**src/rtl/layer1_buf_pkg.sv**
```systemverilog
// -----------------------------------------------------------------------------
// layer1_buf_pkg
// Shared constants and state encoding for the layer1 buffer controller.
//   DEPTH : number of 128-bit words held by the layer1 SRAM
//   AW    : SRAM address width
//   DW    : SRAM data word width
// -----------------------------------------------------------------------------
package layer1_buf_pkg;

   localparam int DEPTH = 912;
   localparam int AW    = 10;
   localparam int DW    = 128;

   typedef enum logic [1:0] {
      IDLE = 2'd0,
      FILL = 2'd1,
      FULL = 2'd2
   } state_e;

endpackage

```
**src/rtl/layer1_buf_ctrl.sv**
```systemverilog
// -----------------------------------------------------------------------------
// layer1_buf_ctrl
// Sequencing / arbitration controller for the dual-port layer1 SRAM wrapper.
// Port A takes the sequential write stream from the conv output stage, port B
// serves random reads from the layer2 fetch unit, limited to words already
// written so the two port addresses never collide.
//
// Ports
//   clk, rst              : clock, synchronous active-low reset
//   start, clear          : restart fill / return to idle (start wins)
//   wr_valid, wr_data     : write stream in, wr_ready accepts it
//   rd_req, rd_addr       : read request in, rd_gnt accepts it
//   rd_valid, rd_data     : read response, one cycle after rd_gnt
//   rd_err                : pulse for a request at or beyond DEPTH
//   fill_cnt, done        : words written since start, last-word pulse
//   sram_*                : wrapper strobes, addresses and data
//
// state | meaning
// ------+--------------------------------------------------------------
// IDLE  | no writes, no reads granted
// FILL  | writes accepted at fill_cnt, reads granted below fill_cnt
// FULL  | all DEPTH words written, reads granted anywhere below DEPTH
// -----------------------------------------------------------------------------
module layer1_buf_ctrl
   import layer1_buf_pkg::*;
(
   input  logic          clk,
   input  logic          rst,
   input  logic          start,
   input  logic          clear,
   input  logic          wr_valid,
   input  logic [DW-1:0] wr_data,
   output logic          wr_ready,
   input  logic          rd_req,
   input  logic [AW-1:0] rd_addr,
   output logic          rd_gnt,
   output logic          rd_valid,
   output logic [DW-1:0] rd_data,
   output logic          rd_err,
   output logic [AW-1:0] fill_cnt,
   output logic          done,
   output logic          sram_OEA,
   output logic          sram_OEB,
   output logic          sram_WEAN,
   output logic          sram_WEBN,
   output logic [AW-1:0] sram_A,
   output logic [AW-1:0] sram_B,
   output logic [DW-1:0] sram_DIA,
   output logic [DW-1:0] sram_DIB,
   input  logic [DW-1:0] sram_DOB,
   input  logic [DW-1:0] sram_DOA
);

   state_e        state_q, state_d;
   logic [AW-1:0] fill_q, fill_d;
   logic          rd_valid_q, rd_valid_d;
   logic          done_q, done_d;
   logic          rd_err_q, rd_err_d;

   logic          wr_acc;
   logic          last_word;
   logic [AW-1:0] avail;
   logic          unused_doa;

   assign unused_doa = ^sram_DOA;

   // Strobes are gated with rst so the SRAM sees nothing while reset is held,
   // even before the synchronous reset has cleared the state register.
   assign wr_ready  = rst && (state_q == FILL) && !start && !clear;
   assign wr_acc    = wr_valid && wr_ready;
   assign last_word = (fill_q == AW'(DEPTH - 1));

   always_comb begin
      avail = '0;
      case (state_q)
         FILL:    avail = fill_q;
         FULL:    avail = AW'(DEPTH);
         default: avail = '0;
      endcase
   end

   // A granted read is strictly below fill_q while a write uses fill_q,
   // so port addresses differ whenever both ports are active.
   assign rd_gnt = rst && rd_req && (rd_addr < avail) && !start && !clear;

   always_comb begin
      state_d    = state_q;
      fill_d     = fill_q;
      rd_valid_d = rd_gnt;
      done_d     = wr_acc && last_word;
      rd_err_d   = rd_req && (rd_addr >= AW'(DEPTH));
      if (start) begin
         state_d = FILL;
         fill_d  = '0;
      end else if (clear) begin
         state_d = IDLE;
         fill_d  = '0;
      end else if (wr_acc) begin
         // fill_cnt saturates at DEPTH-1; FULL itself marks the final word
         if (last_word) state_d = FULL;
         else           fill_d  = fill_q + AW'(1);
      end
   end

   always_ff @(posedge clk) begin
      if (!rst) begin
         state_q    <= IDLE;
         fill_q     <= '0;
         rd_valid_q <= 1'b0;
         done_q     <= 1'b0;
         rd_err_q   <= 1'b0;
      end else begin
         state_q    <= state_d;
         fill_q     <= fill_d;
         rd_valid_q <= rd_valid_d;
         done_q     <= done_d;
         rd_err_q   <= rd_err_d;
      end
   end

   assign fill_cnt  = fill_q;
   assign done      = done_q;
   assign rd_err    = rd_err_q;
   assign rd_valid  = rd_valid_q;
   assign rd_data   = sram_DOB;

   assign sram_OEA  = 1'b0;
   assign sram_WEAN = !wr_acc;
   assign sram_A    = wr_acc ? fill_q : '0;
   assign sram_DIA  = wr_acc ? wr_data : '0;

   assign sram_OEB  = rd_gnt;
   assign sram_WEBN = 1'b1;
   assign sram_B    = rd_gnt ? rd_addr : '0;
   assign sram_DIB  = '0;

endmodule

```
**config.mk**
```make
export PLATFORM = sky130hd
export DESIGN_NAME = layer1_buf_ctrl
export DESIGN_NICKNAME = d
export VERILOG_FILES = /design/src/rtl/layer1_buf_pkg.sv /design/src/rtl/layer1_buf_ctrl.sv
export SDC_FILE = /design/constraint.sdc
export NUM_CORES = 1
export LEC_CHECK = 0
export BUFFER_PORTS_ARGS = -buffer_cell sky130_fd_sc_hd__buf_4
export CORE_AREA = 10 10 312 314
export CTS_CLUSTER_DIAMETER = 80
export DETAILED_ROUTE_END_ITERATION = 10
export DIE_AREA = 0 0 322 324
export HOLD_SLACK_MARGIN = 0.05
export PLACE_DENSITY = 0.32
export SLEW_MARGIN = 5
export SYNTH_ARGS = -nofsm -noshare
export SYNTH_HDL_FRONTEND = slang
export SYNTH_SLANG_ARGS = --single-unit
export TNS_END_PERCENT = 20
```
**constraint.sdc**
```tcl
create_clock -name clk -period 2.1 [get_ports clk]
set_input_delay 0 -clock clk [delete_from_list [all_inputs] [get_ports clk]]
set_output_delay 0 -clock clk [all_outputs]
set_load 0.1 [all_outputs]
```
---- Yosys cells after proc, flatten, opt, wreduce, memory -nomap -nowiden ----
Index checks and enable logic that the tools add are counted.
operators by class
  equality and inequality tests ........... 3
  multiplexer cells ....................... 8
  reductions and logical operators ........ 19
  bitwise logic cells ..................... 2
  add/sub/neg operators ................... 1
  $lt $le $gt $ge ......................... 2
operators by type and width
  cell                                                       count
  two-way mux 128 bit                                        1
  two-way mux 10 bit                                         2
  one-hot mux 10 bit (2 select lines)                        1
  adder 10 x 1 -> 10 bit, second input constant              1
  equality test 10 bit, second input constant                1
  greater-or-equal comparator 10 bit, second input constant  1
  logical AND 1 bit                                          10
  less-than comparator 10 bit                                1
  AND reduction 2 bit                                        3
  nonzero test 3 bit                                         2
  two-way mux 1 bit                                          4
  logical NOT 1 bit                                          3
  OR reduction 3 bit                                         1
  equality test 2 x 1 -> 1 bit, second input constant        1
  equality test 2 bit, second input constant                 1
  inverter 1 bit                                             2
word-level totals
  flip-flop bits (word level) ............. 15
  bits of input ports ..................... 400
  logic and storage cells ................. 41
  output and inout port bits .............. 423

---- Logic depth before layout (Yosys ltp) ----
  depth after elaboration ................. 8
  mapped depth ............................ 10
  gate-level depth less buffers ........... 9

---- Least setup slack after synthesis ----
OpenSTA, ideal clock, no wires.
  path type ............................... register to output
  start point ............................. reg fill_q[7], in the netlist fill_cnt[7]
  end point ............................... out sram_OEB
  stages on the path, launching flop included .. 8
  buffers on the path ..................... 1
  required time ........................... 2100 ps
  data arrival time ....................... 4852 ps
  setup slack ............................. -2752 ps
  cell sequence ........................... dfxtp_1 > a21oi_1 > or2_2 > ha_1 > a21oi_1 > o2111a_1 > a21boi_0 > buf_4
between the ends
  cells in the longest elaborated chain, start to end .. 5
ends and longest elaborated chain
  element                              line                    RTL
  start: declaration                   layer1_buf_ctrl.sv:55   logic [AW-1:0] fill_q, fill_d;
  start signal: assignment             layer1_buf_ctrl.sv:114  fill_q <= fill_d;
  one-hot mux 10 bit (2 select lines)  layer1_buf_ctrl.sv:75   case (state_q)
  less-than comparator 10 bit          layer1_buf_ctrl.sv:84   assign rd_gnt = rst && rd_req && (rd_addr < avail) && !start && !clear;
  logical AND 1 bit (3 in a row)       layer1_buf_ctrl.sv:84
  end: declaration                     layer1_buf_ctrl.sv:43   output logic sram_OEB,
Every way passes these cells.

---- Worst setup path after layout ----
  start point ............................. reg state_q[0]
  end point ............................... out sram_OEB
between the ends
  cells in the longest elaborated chain, start to end .. 6
  elaborated cells on any way between the ends .. 7
ends and longest elaborated chain
  element                                                              line                    RTL
  start: declaration                                                   layer1_buf_ctrl.sv:54   state_e state_q, state_d;
  start signal: assignment                                             layer1_buf_ctrl.sv:113  state_q <= state_d;
  equality test 2 bit or equality test 2 x 1 -> 1 bit (tied branches)  layer1_buf_ctrl.sv:75
  one-hot mux 10 bit (2 select lines) (*)                              layer1_buf_ctrl.sv:75
  less-than comparator 10 bit (*)                                      layer1_buf_ctrl.sv:84
  logical AND 1 bit (*) (3 in a row)                                   layer1_buf_ctrl.sv:84
Every way passes the cells marked *; elsewhere a longest branch is shown, timed or not.

==> metrics.md <==
| Metric | Value |
|---|---|
| Design Area, Final | 9095 um2 |
| # port buffers | 308 |
| Synth top cells by count | 259 x buf_4, 138 x and2_1, 25 x nand2_1 |
| Final slew viol count | 0 |
| Final #Nets | 1287 |
| Post-synthesis sequential area ratio | 7.559% |
| Root buffer cell | clkbuf_16 |
| Die Wd | 322 um |
| Peak VDD IR | 0.1785 mV |
| Die area | ~100000 um2 |
| Cell Area, Synth | about 4000 um2 |
| Comb pwr share | 81.1% |
| # rows | ~110 |
| Clock sink count | 15 |
| Mapped Cells | 555 |
| Top-area cell type share of the netlist area | 48.94% |
| Largest net degree at the start of global routing | 43 |
| Final min period | 2.427 ns |
| Area leader, netlist | buf_4 |
| Mapped Avg Cell Area | between 7 and 8 um2 |
| DRT iter0 DRCs | 142 |
| HP Class | in -> reg |
| Worst EP arrival | 2.43 ns |
| Post-route clock period utilization | 115.6% |
| Number of max-cap violations | 0 |
| Clock power share | between 10% and 20% |
| Placed inst area | 6828 um2 |
| Worst slew pin tran | 1.099 ns |
| Final setup fails | 12 |
| Relative slew slack | 26.50% |
| Most frequent cell after synthesis | buf_4 |
| Ranking of synthesized cells by area | buf_4 49%, and2_1 22%, dfxtp_1 7.6% |
| CP max FO | 8 |
| Ys async rst share | 0% |
| Reg clk slew, reported paths | approximately 0.050 ns |
| Setup ws final | -0.3266 ns |
| YS warnings | 0 |
| Startpoint types | register |
| Die height | 324 um |
| GP Congestion | 0.7518 |
| Fin Hold WS | around 0.059 ns |
| Final Hold Fails | 0 |
| Via count | 4383 |
| Synth-to-Final Area Change | 128.9% |
| CP Class | reg -> out |
| Critical path required time | about 2.1 ns |
| Sequential Power Share | 8.2% |
| I/O pin count | 823 |
| Initial antenna violation count | 3 |
| Yosys reg bits | 15 |
| Status | complete, but fails checks |
| Total GRT Usage | 4.946% |
| Worst Clk Skew | about 0.0012 ns |
| Cell-internal power | just under 1000 uW |
| Leakage Power | 0.003771 uW |
| Setup crit end kind | primary output |
| Power Dens Cells | 380.3 nW/um2 |
| Final Util | under 10% |
| First-pass GRT wire length | between 30000 and 40000 um |
| RSZ-0062 raised after global routing | yes |
| Core area | slightly above 90000 um2 |
| Synth Flop Type | dfxtp_1 |
| Post-DP HPWL | 22560 um |
| FMAX | 412.1 MHz |
| Layout cell share with drive strength beyond 1 | 46.68% |
| CTS tree | done |
| Routed Antenna Nets | 0 |
| CTS Buffer Depth | 2 |
| TritonRoute pass-1 iters | 4 |
| Num CTS Buffers | 3 |
| Sw power | 2476 uW |
| Post-route DRC | 0 |
| Sw Share | 71.60% |
| Post-Route WL | 30400 um |
| Via count of the first global-routing pass | between 5000 and 6000 |
| H-tree Lvls | 1 |
| Failing checks | setup timing |
| Unique masters post-synth | 38 |
| GRT overflow | 0 |
| Clock latency on the worst-skew pair | 0.24 ns |
| Initial Utilization | 4.360% |
| DR vias/cell | approximately 2.1 |
| Post-synth EDFFs | 0 |
| Avg WL per Cell | roughly 15 um |
layer usage:
layer  track usage (%)  vias to the layer above  wire length (um)
met5                 0                        -                12
met4            0.5557                        2               252
met3             2.636                       12              4283
met2             8.429                      378             14950
met1             5.560                     1994             10900
li1                  -                     1997                 -
power groups by stage:
stage               Sequential (uW)  Combinational [uW]  Clock [uW]
global route                    283                2870         399
CTS                             283                2780         385
finish                          283                2800         372
floorplan                       296                2580           0
global placement                290                1550           0
detailed placement              290                1560           0
critical path: stages (launching register included):
cell,delay (ns)
dfxtp_4,0.36
inv_2,0.04
ha_4,0.23
nor2b_4,0.15
buf_6,0.12
nand2_4,0.05
ha_4,0.15
a21o_1,0.18
nand3_2,0.06
o211ai_1,0.16
buf_6,0.21
a21boi_4,0.24
buf_12,0.21
cell families after synthesis:
logic type,after synthesis,synth area share (%)
buffers and inverters,283,51.37
AND/OR/NAND/NOR,205,31.18
AO/OA/AOI/OAI,34,5.008
flip-flops,15,7.559
adder cells (fa/ha/maj),12,3.779
XOR/XNOR,3,0.6615
other,2,0.1890
multiplexers,1,0.2520
through the flow:
step / cells / power, uW / setup slack, ns / TNS (ns)
finish: 2061 / 3458 / -0.3266 / -3.362
global route: 2060 / 3550 / -0.4291 / -4.729
CTS: 2060 / 3452 / -0.3378 / -3.645
detailed placement: 1917 / 1848 / -0.2556 / -3.039
global placement: 1917 / 1844 / -0.2145 / -2.508
floorplan: 683 / 2881 / -0.3154 / -3.493
layout make-up:
class,count,area [um2]
clock buffers,4,78.83
well taps,1186,1484
inverters,4,17.52
repair buffers,466,4755
flip-flops and latches,15,330.3
diodes,1,2.502
fillers,10540,82010
multi-input cells,385,2427
registers in the layout, indices dropped and copies added, names as in the netlist:
register / count
rd_valid: 1
fill_cnt: 10
state_q: 2
rd_err: 1
done: 1
final timing paths:
| kind | start | to | slack (ns) | depth (start not counted) |
|---|---|---|---|---|
| worst min register to register | state_q[1] | state_q[1] | 0.52 | 1 |
| worst max register to register | state_q[0] | rd_valid | 0.01 | 10 |
| worst max-delay path | state_q[0] | sram_OEB | -0.33 | 12 |
| worst min-delay path | rd_addr[9] | rd_err | 0.06 | 3 |
cells in the final DEF (no fill, tap or decap), types with 2 or more instances in the layout:
master         count
ha_4               9
nand2_1           21
nand2_2            2
nand2_4            2
buf_6             70
nor4_1             2
clkbuf_16          3
nor2_1             5
nor3_1             5
nor4_2             2
and2_4             6
and2_2            11
nand3_1            4
or4_1              2
inv_2              2
or2_2              2
ha_1               3
dfxtp_2            6
nor2_2             2
buf_16             3
conb_1           130
a21oi_1           10
nand4_1            4
and2_1           121
a21oi_4           10
or2_4              3
xnor2_1            3
dlygate4sd3_1    132
buf_12            44
buf_8              7
buf_4            210
o211ai_1           2
dfxtp_4            6
nand3b_1           2
dfxtp_1            3
o21ai_0            3
repair_timing:
item	4_1_cts	5_1_grt
hold buffers	132	0
cloned	2	0
setup endpoints to repair	148	151
buffers inserted	5	0
hold endpoints to repair	130	0
gates resized for setup	100	88
pin swaps	8	3
Power figures use the tool's default switching activity.
